===== src/rtl/clk_out_seq_pkg.sv =====
// clk_out_seq_pkg: state encoding and default sizing for the clock-output sequencer
package clk_out_seq_pkg;
    localparam int DIV_W_DEF = 16;
    localparam int SETTLE_CYCLES_DEF = 1024;
    typedef enum logic [2:0] {
        WAIT_LOCK,
        SETTLE,
        IDLE,
        RUN,
        STOP,
        FAULT
    } state_t;
endpackage


===== src/rtl/clk_div_gen.sv =====
// clk_div_gen: phase counter and level register producing the ODDR2 D0/D1 pattern.
// div is the ratio in effect this cycle; div_nxt is the ratio that applies next cycle.
module clk_div_gen
    import clk_out_seq_pkg::*;
#(
    parameter int DIV_W = DIV_W_DEF
) (
    input  logic             clk,
    input  logic             rst,
    input  logic             run,
    input  logic             restart,
    input  logic [DIV_W-1:0] div,
    input  logic [DIV_W-1:0] div_nxt,
    output logic             d0,
    output logic             d1,
    output logic             boundary
);
    logic [DIV_W-1:0] cnt;
    logic lvl, wrap, lvl_n;
    // boundary is the last low-phase cycle, or every cycle in passthrough
    always_comb begin
        wrap = cnt == div - DIV_W'(1);
        boundary = div == '0 || (!lvl && wrap);
        lvl_n = (restart || boundary) ? 1'b1 : wrap ? ~lvl : lvl;
    end
    always_ff @(posedge clk) begin
        if (rst || !run) begin
            cnt <= '0;
            lvl <= 1'b0;
            d0 <= 1'b0;
            d1 <= 1'b0;
        end else begin
            cnt <= (restart || boundary || wrap) ? '0 : cnt + DIV_W'(1);
            lvl <= lvl_n;
            d0 <= lvl_n;
            d1 <= lvl_n && div_nxt != '0;
        end
    end
endmodule


===== src/rtl/clk_out_seq.sv =====
// clk_out_seq: lock-settle sequencer driving ODDR2 D0/D1 with full-rate or divided clock.
// Define CLK_OUT_SEQ_AUTORESTART_EN to return to WAIT_LOCK on lock loss instead of FAULT.
module clk_out_seq
    import clk_out_seq_pkg::*;
#(
    parameter int DIV_W = DIV_W_DEF,
    parameter int SETTLE_CYCLES = SETTLE_CYCLES_DEF
) (
    input  logic             clk,
    input  logic             rst,
    input  logic             lock,
    input  logic             cfg_en,
    input  logic [DIV_W-1:0] cfg_div,
    input  logic             cfg_load,
    output logic             oddr_d0,
    output logic             oddr_d1,
    output logic             ready,
    output logic             running,
    output logic             upd_pending,
    output logic             lock_lost
);
    localparam int SC_W = $clog2(SETTLE_CYCLES + 1);
`ifdef CLK_OUT_SEQ_AUTORESTART_EN
    localparam state_t LOSS_STATE = WAIT_LOCK;
`else
    localparam state_t LOSS_STATE = FAULT;
`endif
    state_t state, state_n;
    logic [SC_W-1:0] scnt;
    logic [DIV_W-1:0] div_active, div_pend, div_nxt;
    logic boundary, apply, settled, toggling, lock_drop, run_n;
    always_comb begin
        toggling = state == RUN || state == STOP;
        apply = upd_pending && (state inside {WAIT_LOCK, SETTLE, IDLE} || (toggling && boundary));
        div_nxt = apply ? div_pend : div_active;
        settled = scnt == SC_W'(SETTLE_CYCLES - 1);
        lock_drop = !lock && state inside {IDLE, RUN, STOP};
        case (state)
            WAIT_LOCK: state_n = lock ? SETTLE : WAIT_LOCK;
            SETTLE:    state_n = !lock ? WAIT_LOCK : settled ? IDLE : SETTLE;
            IDLE:      state_n = cfg_en ? RUN : IDLE;
            RUN:       state_n = cfg_en ? RUN : boundary ? IDLE : STOP;
            STOP:      state_n = boundary ? IDLE : STOP;
            FAULT:     state_n = cfg_en ? FAULT : WAIT_LOCK;
            default:   state_n = WAIT_LOCK;
        endcase
        if (lock_drop) state_n = LOSS_STATE;
        run_n = state_n == RUN || state_n == STOP;
    end
    always_ff @(posedge clk) begin
        if (rst) begin
            state <= WAIT_LOCK;
            scnt <= '0;
            div_active <= '0;
            div_pend <= '0;
            upd_pending <= 1'b0;
            lock_lost <= 1'b0;
            ready <= 1'b0;
            running <= 1'b0;
        end else begin
            state <= state_n;
            scnt <= (state == SETTLE && state_n == SETTLE) ? scnt + SC_W'(1) : '0;
            div_active <= div_nxt;
            if (cfg_load) div_pend <= cfg_div;
            upd_pending <= cfg_load || (upd_pending && !apply);
            lock_lost <= lock_drop || (lock_lost && !(state == IDLE && state_n == RUN));
            ready <= state_n inside {IDLE, RUN, STOP};
            running <= run_n;
        end
    end
    clk_div_gen #(.DIV_W(DIV_W)) u_gen (
        .clk(clk),
        .rst(rst),
        .run(run_n),
        .restart(state == IDLE),
        .div(div_active),
        .div_nxt(div_nxt),
        .d0(oddr_d0),
        .d1(oddr_d1),
        .boundary(boundary)
    );
endmodule


===== config.mk =====
export PLATFORM = sky130hd
export DESIGN_NAME = clk_out_seq
export DESIGN_NICKNAME = d
export VERILOG_FILES = /design/src/rtl/clk_out_seq_pkg.sv /design/src/rtl/clk_div_gen.sv /design/src/rtl/clk_out_seq.sv
export SDC_FILE = /design/constraint.sdc
export NUM_CORES = 1
export LEC_CHECK = 0
export ABC_AREA = 1
export CAP_MARGIN = 20
export CORE_UTILIZATION = 40
export CTS_BUF_LIST = sky130_fd_sc_hd__clkbuf_4 sky130_fd_sc_hd__clkbuf_8
export DETAILED_ROUTE_END_ITERATION = 8
export GPL_ROUTABILITY_DRIVEN = 0
export PLACE_DENSITY = 0.57
export SETUP_SLACK_MARGIN = 0.05
export SLEW_MARGIN = 0
export SYNTH_ARGS = -nofsm -noshare
export SYNTH_HDL_FRONTEND = slang
export SYNTH_SLANG_ARGS = --single-unit

===== constraint.sdc =====
create_clock -name clk -period 7.8 [get_ports clk]
set_clock_uncertainty 0.1 [all_clocks]
set_input_delay 1.56 -clock clk [delete_from_list [all_inputs] [get_ports clk]]
set_output_delay 1.56 -clock clk [all_outputs]
set_load 0.01 [all_outputs]

==> impl_metrics.yaml, run 1 <==
status:
  outcome: "completed"
timing:
  worst_slew_pin_slew_ps: 709.6
  whs_ps: 357.1
  slew_headroom_pct: 52.55
  rsz0062_at_grt: "false"
  finalSetupViolCount: 0
  setup_tns_ps: 0
  fmax_mhz: 274.7
  period_minus_slack_ps: 3641
  final-hold-violation-count: 0
  period_share_pct: 46.68
  final_max_slew_viol_count: 0
clocking:
  cts_root_buf: "clkbuf_8"
  clockBufferDepth: 2
  cts_buffers: 9
  clk_pin_slew_ps: 70
  cts_max_level: 3
  cts.sinks: 68
  post_cts_buffers: 0
  cts_tree: "yes"
  clk-insertion-delay-late_ps: 340
  holdBufCountCts: 0
  cts-resized-gates: 0
logic_synthesis:
  syn_nets: 534
  ys_warn_count: 0
  synthCells: 509
  synth-seq-cells: 68
  synthSimpleGateAreaFrac_pct: 38.43
  syn-mean-instance-area_um2: 7.298
  synth_top_family_by_area: "simple AND/OR/NAND/NOR gates"
  seq_area_frac_synth_pct: 36.65
  syn_area_um2: 3715
  muxShareOfSynthArea_pct: 0
  ys_types: 36
  synth_compound_area_share_pct: 5.591
  synth_xor_area_share_pct: 9.195
  synth_fa_ha_area_share_pct: 1.347
floorplanning:
  core_um2: 8848
  die_h_um: 98.37
  num_io_pins: 27
  die_area_um2: 9677
  die_w_um: 98.37
  rows: 34
  start_util_pct: 41.98
placed_design:
  place.detailed.hpwl_mm: 5.524
  port_buffers: 26
power:
  p_leak_nw: 1.815
  power_density_nw_per_um2: 187.2
  peakVddDrop_uv: 70.06
global_routing:
  use_met3_pct: 3.150
  grt_usage_pct: 15.99
  grtUsageMet2_pct: 24.92
  antenna_found_initial: 0
  grt_max_degree: 23
  top_usage_layer: "met2"
  grt_pass1_wl_mm: 12.45
  gr-total-overflow: 0
  use_met1_pct: 21.48
  grt_pass1_vias: 2823
layout:
  diodes: 0
  final_cell_mix: "96 x nand2_1, 84 x nor2_1, 68 x dfxtp_1"
  nets: 556
  syn2layout_area_growth_pct: 13.54
  utilization_pct: 47.67
  drive_gt1_share_pct: 11.01
  layout_commonest_cell: "nand2_1"
routing:
  wire_per_inst_um: 11.35
  viasPerCell: 4.719
  drtIter0Drc: 92
  vias: 3039
  drtAntennaViolNets: 0
  wirelength_mm: 7.307
  firstDrtPassIters: 4
  drcViolationCount: 0
setup_path:
  r2r_cells: 22
  worstPathMaxFanout: 21
  timing_worst_setup_path_type: "in -> reg"
  crit_path_start_kind: "input port"
  crit_path_cell_trace: "clkdlybuf4s50_1 -> inv_1 -> nand4_1 -> nor3b_1"
  critPathSlowestCell: "clkdlybuf4s50_1"
  required_ps: 7960
  cpPeakStageDelay_ps: 780
  arrival_ps: 3800
  endpoint_kind: "flop"
run:
  cap_violations: 0
worst_hold_path:
  hold_class: "reg -> reg"
  min_delay_path_depth: 2
## cells by family (layout without fill, tap and decap cells)
kind of cell	count (synthesis)	after routing
AO/OA/AOI/OAI	40	40
XOR/XNOR	39	39
adder cells (fa/ha/maj)	4	4
buffers and inverters	77	104
flip-flops	68	68
AND/OR/NAND/NOR	281	281
## final timing paths
path / slack [ps] / endpoint / start
max: 4160 / scnt[3]$_SDFF_PP0_ / rst
min reg2reg: 360 / div_pend[10]$_SDFFE_PP0P_ / div_pend[10]$_SDFFE_PP0P_
min: 360 / div_pend[10]$_SDFFE_PP0P_ / div_pend[10]$_SDFFE_PP0P_
max reg2reg: 4370 / u_gen.d1$_SDFF_PP0_ / div_active[0]$_SDFF_PP0_
## power by group
group / internal (mW) / switching, mW
logic: 0.0501 / 0.0743
registers: 0.359 / 0.0102
clock network: 0.163 / 0.132
## flip-flops by register name, indices dropped and copies added (netlist names)
name / cells
ready: 1
lock_lost: 1
upd_pending: 1
state: 3
u_gen.d0: 1
u_gen.cnt: 16
div_pend: 16
div_active: 16
scnt: 11
u_gen.d1: 1
running: 1
## layer usage
metal  vias up  part of all wire [%]  wire length [um]
met5         -                     0                 0
met2        45                    42              3071
met3        13                   3.6               262
li1       1643                     -                 -
met1      1338                    52              3828
met4         0                   2.0               144
## metrics by stage
step | power [mW] | setup WS, ps | area (um2) | cells
2_1_floorplan | 0.4732 | 5080 | 3715 | 509
3_3_place_gp | 0.5002 | 3906 | 4016 | 628
3_5_place_dp | 0.5021 | 3809 | 4016 | 628
4_1_cts | 0.7989 | 4180 | 4218 | 644
5_1_grt | 0.8354 | 3931 | 4218 | 644
6_report | 0.7894 | 4159 | 4218 | 644
## critical path, delay by kind of cell
family / cells / cell delay (ps)
buffers and inverters: 2 / 1410
AND/OR/NAND/NOR: 2 / 820
## synthesized netlist by cell type
| master | instances | share of area, % |
|---|---|---|
| nand2_2 | 4 | 0.67 |
| nand3_2 | 5 | 1.3 |
| o31ai_1 | 1 | 0.20 |
| buf_2 | 2 | 0.27 |
| and3_1 | 1 | 0.17 |
| a21oi_1 | 14 | 1.9 |
| xnor2_1 | 12 | 2.8 |
| nor2_1 | 84 | 8.5 |
| nor3_2 | 13 | 3.5 |
| nand3_1 | 30 | 4.0 |
| buf_6 | 3 | 0.91 |
| nand4_1 | 6 | 1.0 |
| inv_1 | 61 | 6.2 |
| nor3b_1 | 1 | 0.20 |
| nor2_8 | 1 | 0.54 |
| nor2_4 | 3 | 0.91 |
| nand4_2 | 1 | 0.34 |
| nor2_2 | 5 | 0.84 |
| o21bai_1 | 1 | 0.20 |
| ha_1 | 4 | 1.3 |
| o21ai_0 | 21 | 2.8 |
| clkbuf_2 | 1 | 0.13 |
| clkbuf_1 | 8 | 0.81 |
| or2_2 | 2 | 0.34 |
| nor3_1 | 8 | 1.1 |
| nand3b_1 | 12 | 2.4 |
| or2_1 | 1 | 0.17 |
| nand2_4 | 7 | 2.1 |
| xor2_1 | 27 | 6.4 |
| nand2_1 | 96 | 9.7 |
| buf_8 | 1 | 0.40 |
| o21ai_1 | 2 | 0.27 |
| dfxtp_1 | 68 | 37 |
| nand2_8 | 1 | 0.54 |
| o211ai_1 | 1 | 0.20 |
| inv_2 | 1 | 0.10 |
## layout make-up
type	count	area [um2]
multi-input combinational	364	2027
clock buffer	12	152.6
tap	108	135.1
sequential	68	1361
inverter	62	232.7
fill	935	4631
clock inverter	4	48.80
timing repair buffer	26	260.3
No activity file was read; power rests on OpenSTA's default activity.
==> run 2, diff against run 1 <==
Settings changed: PLACE_DENSITY 0.57 to 0.59.
Clock period 7.8 ns to 3.14 ns, I/O delays scaled along.
==> impl_metrics.yaml, run 2 (same netlist as run 1, synthesis figures left out) <==
global_routing:
  use_met3_pct: 3.221
  antenna_found_initial: 0
  grt_pass1_wl_mm: 13.71
  grt_usage_pct: 17.52
  grt_pass1_vias: 3103
  top_usage_layer: "met2"
  gr-total-overflow: 0
  use_met1_pct: 22.21
  grtUsageMet2_pct: 28.98
  grt_max_degree: 23
setup_path:
  worstPathMaxFanout: 7
  crit_path_start_kind: "flop"
  cp-startpoint: "div_active[0]$_SDFF_PP0_"
  reg2reg_from: "div_active[0]$_SDFF_PP0_"
  crit_family: "simple AND/OR/NAND/NOR gates"
  r2r_cells: 21
  endpoint_kind: "flop"
  required_ps: 3310
  crit_path_cell_trace: "inv_2 -> ha_4 -> xor2_1 -> nand2_1 -> a21oi_1 -> o21ai_1 -> nor2_1 -> nand3b_1 -> nor2_1 -> nand2_1 -> nor3_2 -> ha_2 -> inv_2 -> nand2_4 -> nand4_4 -> nand3_4 -> nand3_2 -> nand2_2 -> nand2_4 -> clkbuf_16 -> nor3_4"
  arrival_ps: 3260
  timing_worst_setup_path_type: "reg -> reg"
  path_depth: 21
  critPathSlowestCell: "dfxtp_2"
  cpPeakStageDelay_ps: 350
  crit_buf_inv: 3
routing:
  drcViolationCount: 0
  drtAntennaViolNets: 0
  wire_per_inst_um: 12.28
  wirelength_mm: 8.091
  firstDrtPassIters: 4
  vias: 3162
  viasPerCell: 4.798
  drtIter0Drc: 146
clocking:
  holdBufCountCts: 0
  cts_tree: "yes"
  cts_root_buf: "clkbuf_8"
  cts_buffers: 9
  clk-insertion-delay-late_ps: 340
  clk_pin_slew_ps: 70
  clockBufferDepth: 2
  cts.sinks: 68
  cts_max_level: 3
timing:
  worst_slew_pin_slew_ps: 577.3
  period_share_pct: 98.36
  whs_ps: 351.1
  final_max_slew_viol_count: 0
  final-hold-violation-count: 0
  rsz0062_at_grt: "true"
  setup_tns_ps: 0
  period_minus_slack_ps: 3088
  slew_headroom_pct: 61.47
  finalSetupViolCount: 0
  fmax_mhz: 323.8
power:
  power_density_nw_per_um2: 438.6
  peakVddDrop_uv: 185.5
  p_leak_nw: 1.922
floorplanning:
  rows: 34
  die_h_um: 98.37
  num_io_pins: 27
  core_um2: 8848
  die_w_um: 98.37
  start_util_pct: 41.98
  die_area_um2: 9677
layout:
  final_cell_mix: "91 x nand2_1, 83 x nor2_1, 66 x dfxtp_1"
  syn2layout_area_growth_pct: 22.26
  layout_commonest_cell: "nand2_1"
  nets: 573
  drive_gt1_share_pct: 17.06
  largestRegisters: "div_active x16, div_pend x16, u_gen.cnt x16"
  utilization_pct: 51.33
  design_area_um2: 4542
  diodes: 0
  stdcell_count: 659
worst_hold_path:
  worstHoldStart: "scnt[0]$_SDFF_PP0_"
  hold_class: "reg -> reg"
  min_delay_path_depth: 1
status:
  outcome: "completed"
placed_design:
  placedCellCount: 636
  place.detailed.hpwl_mm: 5.893
  placed_area_um2: 4089
  port_buffers: 26
run:
  cap_violations: 0
## run 2: cell types whose count changed in the layout (fill, tap and decap cells not counted), moves of 5 or more
cell / before / now
nor3_4: 0 / 11
nand2_2: 4 / 9
nor3_1: 8 / 3
buf_4: 0 / 12
nand2_1: 96 / 91
nor3_2: 13 / 7
## run 2: area by class of cell
cell class	count	area [um2]
fillers	880	4307
multi-input cells	365	2198
flip-flops and latches	68	1364
repair buffers	42	417.9
inverters	62	232.7
clock buffers	12	158.9
well taps	108	135.1
clock inverters	2	35.03
## run 2: worst reg2reg max path, cell delays in order, from the launching register on
cell and delay [ps]:
dfxtp_2 350, inv_2 50, ha_4 260, xor2_1 130, nand2_1 100, a21oi_1 120
o21ai_1 80, nor2_1 150, nand3b_1 90, nor2_1 110, nand2_1 80, nor3_2 200
ha_2 210, inv_2 50, nand2_4 110, nand4_4 100, nand3_4 120, nand3_2 80
nand2_2 90, nand2_4 90, clkbuf_16 200, nor3_4 150
## run 2: metal layers
metal  wire length, um  part of all wire (%)
met1              3862                    48
met2              3819                    47
met5                 0                     0
met3               275                   3.4
met4               134                   1.7
## run 2: worst paths after layout
| kind | end | slack (ps) |
|---|---|---|
| min reg2reg | scnt[0]$_SDFF_PP0_ | 350 |
| min | scnt[0]$_SDFF_PP0_ | 350 |
| max reg2reg | u_gen.cnt[1]$_SDFF_PP0_ | 50 |
| max | u_gen.cnt[1]$_SDFF_PP0_ | 50 |
## run 2: what timing repair did
action / in CTS / in global routing
resized for setup: 1 / 37
buffers inserted: 0 / 7
cloned: 0 / 2
pin swaps: 0 / 30
setup endpoints to repair: 9 / 27
## run 2: per-stage QoR
stage | setup slack [ps] | power (mW)
floorplan | 420.0 | 1.176
CTS | 77.10 | 1.988
detailed placement | 11.11 | 1.255
global placement | 106.2 | 1.252
finish | 51.61 | 1.992
global route | -150.9 | 2.098
## run 2: report_power, final
part	switching, mW	internal [mW]
Clock	0.319	0.409
Sequential	0.0244	0.893
Combinational	0.206	0.141
Total	0.549	1.44
==> run 3, diff against run 2 <==
Settings changed: CORE_UTILIZATION 40 to 42, PLACE_DENSITY 0.59 to 0.62, SYNTH_HIERARCHICAL set to 1.
==> impl_metrics.yaml, run 3 <==
logic_synthesis:
  yosys-top-cells-count: "118 x nand2_1, 106 x nor2_1, 96 x inv_1"
  ys_top_cells_by_area: "dfxtp_1 37%, nand2_1 12%, nor2_1 11%"
  syn_area_um2: 3710
  ys_types: 36
  async_flop_share_pct: 0
  ys_warn_count: 6
  synthCells: 553
  synth-edff-count: 0
  yosys.cell_count.top_type: "nand2_1"
  synth-main-ff-cell: "dfxtp_1"
  synth_top_area_share_pct: 36.69
  synth-seq-cells: 68
  syn-mean-instance-area_um2: 6.709
  seq_area_frac_synth_pct: 36.69
  post-synth-top-area-cell: "dfxtp_1"
  syn_nets: 578
layout:
  diodes: 0
  syn2layout_area_growth_pct: 37.88
  multi_input_area_um2: 2123
  largestRegisters: "div_active x16, div_pend x16, u_gen/cnt x16"
  design_area_um2: 5115
  nets: 681
  nFillCells: 757
  stdcell_count: 766
  final_cell_mix: "107 x nand2_1, 89 x nor2_1, 87 x inv_1"
  layout_commonest_cell: "nand2_1"
  seqCellArea_um2: 1364
  drive_gt1_share_pct: 27.99
routing:
  viasPerCell: 4.692
  drtAntennaViolNets: 0
  drtIter0Drc: 125
  firstDrtPassIters: 4
  wire_per_inst_um: 11.53
  drcViolationCount: 0
  wirelength_mm: 8.835
  vias: 3594
setup_path:
  worstPathMaxFanout: 6
  endpoint_kind: "flop"
  timing_worst_setup_path_type: "reg -> reg"
  crit_path_start_kind: "flop"
  arrival_ps: 3470
  required_ps: 3270
floorplanning:
  start_util_pct: 44.26
  core_um2: 8382
  die_area_um2: 9213
  num_io_pins: 27
  die_w_um: 95.99
  die_h_um: 95.99
  rows: 33
global_routing:
  grt_pass1_vias: 3473
  antenna_found_initial: 0
  grt_usage_pct: 21.30
  top_usage_layer: "met2"
  use_met1_pct: 27.07
  grtUsageMet2_pct: 36.17
  use_met3_pct: 4.344
  grt_pass1_wl_mm: 15.23
  grt_max_degree: 25
  gr-total-overflow: 0
timing:
  setup_slack_ps: -200.4
  final_max_slew_viol_count: 0
  rsz0062_at_grt: "true"
  fmax_mhz: 299.4
  worst_slew_pin_slew_ps: 529.8
  period_minus_slack_ps: 3340
  finalSetupViolCount: 18
  slew_headroom_pct: 64.58
  final-hold-violation-count: 0
  period_share_pct: 106.4
placed_design:
  place.detailed.hpwl_mm: 6.073
  placed_area_um2: 4459
  place_ws_ps: -287.2
  placedCellCount: 727
  port_buffers: 26
status:
  violations: "negative setup slack"
  outcome: "complete, but fails checks"
clocking:
  cts_tree: "yes"
  cts.sinks: 68
  cts_max_level: 3
  clk_pin_slew_ps: 80
  clk-insertion-delay-late_ps: 350
  cts_root_buf: "clkbuf_8"
  clockBufferDepth: 2
  holdBufCountCts: 0
  cts_buffers: 9
power:
  combPwrFrac_pct: 19.9
  p_sw_share_pct: 27.59
  seq_power_share_pct: 42.2
  p_switching_mw: 0.6017
  peakVddDrop_uv: 253.0
  pwr-share-clk_pct: 37.9
  p_leak_nw: 2.316
  power.internal_mw: 1.579
  total_power_mw: 2.181
  power_density_nw_per_um2: 426.3
worst_hold_path:
  hold_class: "reg -> reg"
run:
  cap_violations: 0
run 3: changes by cell type after synthesis, sizes merged, moves of 3 or more:
| cell | before | now |
|---|---|---|
| a21oi | 14 | 9 |
| clkbuf | 9 | 5 |
| inv | 62 | 99 |
| nand2 | 108 | 125 |
| nand3 | 35 | 20 |
| nand3b | 12 | 2 |
| nor2 | 93 | 120 |
| nor3 | 21 | 8 |
| nor4 | 0 | 6 |
| o21ai | 23 | 43 |
| xnor2 | 12 | 9 |
| xor2 | 27 | 13 |
run 3: worst paths after layout:
check / from / end / slack [ps] / cells after the start
max: div_active[1]$_SDFF_PP0_ / u_gen/d1$_SDFF_PP0_ / -200 / 26
min: scnt[0]$_SDFF_PP0_ / scnt[0]$_SDFF_PP0_ / 350 / 1
max reg2reg: div_active[1]$_SDFF_PP0_ / u_gen/d1$_SDFF_PP0_ / -200 / 26
min reg2reg: scnt[0]$_SDFF_PP0_ / scnt[0]$_SDFF_PP0_ / 350 / 1
run 3: stage by stage:
stage | utilization (%) | hold slack (ps) | TNS (ps)
2_1_floorplan | - | 317.5 | 0
3_3_place_gp | 53.20 | 330.8 | -1885
3_5_place_dp | 53.20 | 345.8 | -3268
4_1_cts | 59.37 | 362.4 | -616.6
5_1_grt | 61.02 | 382.5 | -6544
6_report | 61.02 | 354.1 | -2385
run 3: kinds of logic (layout without fill, tap and decap cells):
| family | count (synthesis) | in the layout | share of synthesized area, % |
|---|---|---|---|
| adders and majority gates | 4 | 4 | 1.349 |
| DFF | 68 | 68 | 36.69 |
| AOI/OAI and AO/OA | 55 | 55 | 9.612 |
| xor gates and xnor gates | 22 | 22 | 5.194 |
| and+or+nand+nor | 294 | 295 | 35.01 |
| buffers and inverters | 110 | 217 | 12.14 |
run 3: routing by layer:
layer  wire length, um  vias to the layer above
met3               367                       11
met5                 0                        -
met4               106                        0
met2              4208                       66
li1                  -                     1900
met1              4153                     1617
run 3: layout make-up:
type                       count  share of cell area [%]
clock buffer                  11                   2.838
clock inverter                 5                   1.663
inverter                     100                   7.387
tap                          105                   2.568
sequential                    68                   26.66
multi-input combinational    376                   41.51
timing repair buffer         101                   17.37
run 3: timing repair:
item | CTS | global route
cloned | 2 | 0
setup endpoints to repair | 17 | 38
pin swaps | 24 | 21
resized for setup | 27 | 41
hold endpoints to repair | 0 | 0
buffers inserted | 21 | 3
run 3: worst max-delay path: stages (launching register included):
cell     delay [ps]
dfxtp_2         330
buf_4           130
nor2_1          110
nand2_2         140
nor2_4          180
buf_4           140
nand3_1          60
nand2_1          80
nand2_1          40
inv_1            50
nand2_1          50
nor2_2          130
nand3_2          90
inv_2            80
ha_4            130
inv_2            40
nand2_4          80
inv_4            40
o22ai_4         180
nand2_4         110
buf_6           150
buf_12          120
o21ai_4         130
inv_2            50
nor4_2          260
and3_1          190
a21oi_1          60
run 3: power by group through the flow:
| stage | clock network [mW] | registers [mW] | logic (mW) |
|---|---|---|---|
| after detailed placement | 0 | 0.939 | 0.374 |
| after global placement | 0 | 0.938 | 0.368 |
| final | 0.827 | 0.920 | 0.434 |
| after floorplan | 0 | 0.934 | 0.231 |
| after global routing | 0.883 | 0.924 | 0.485 |
| after CTS | 0.847 | 0.919 | 0.407 |
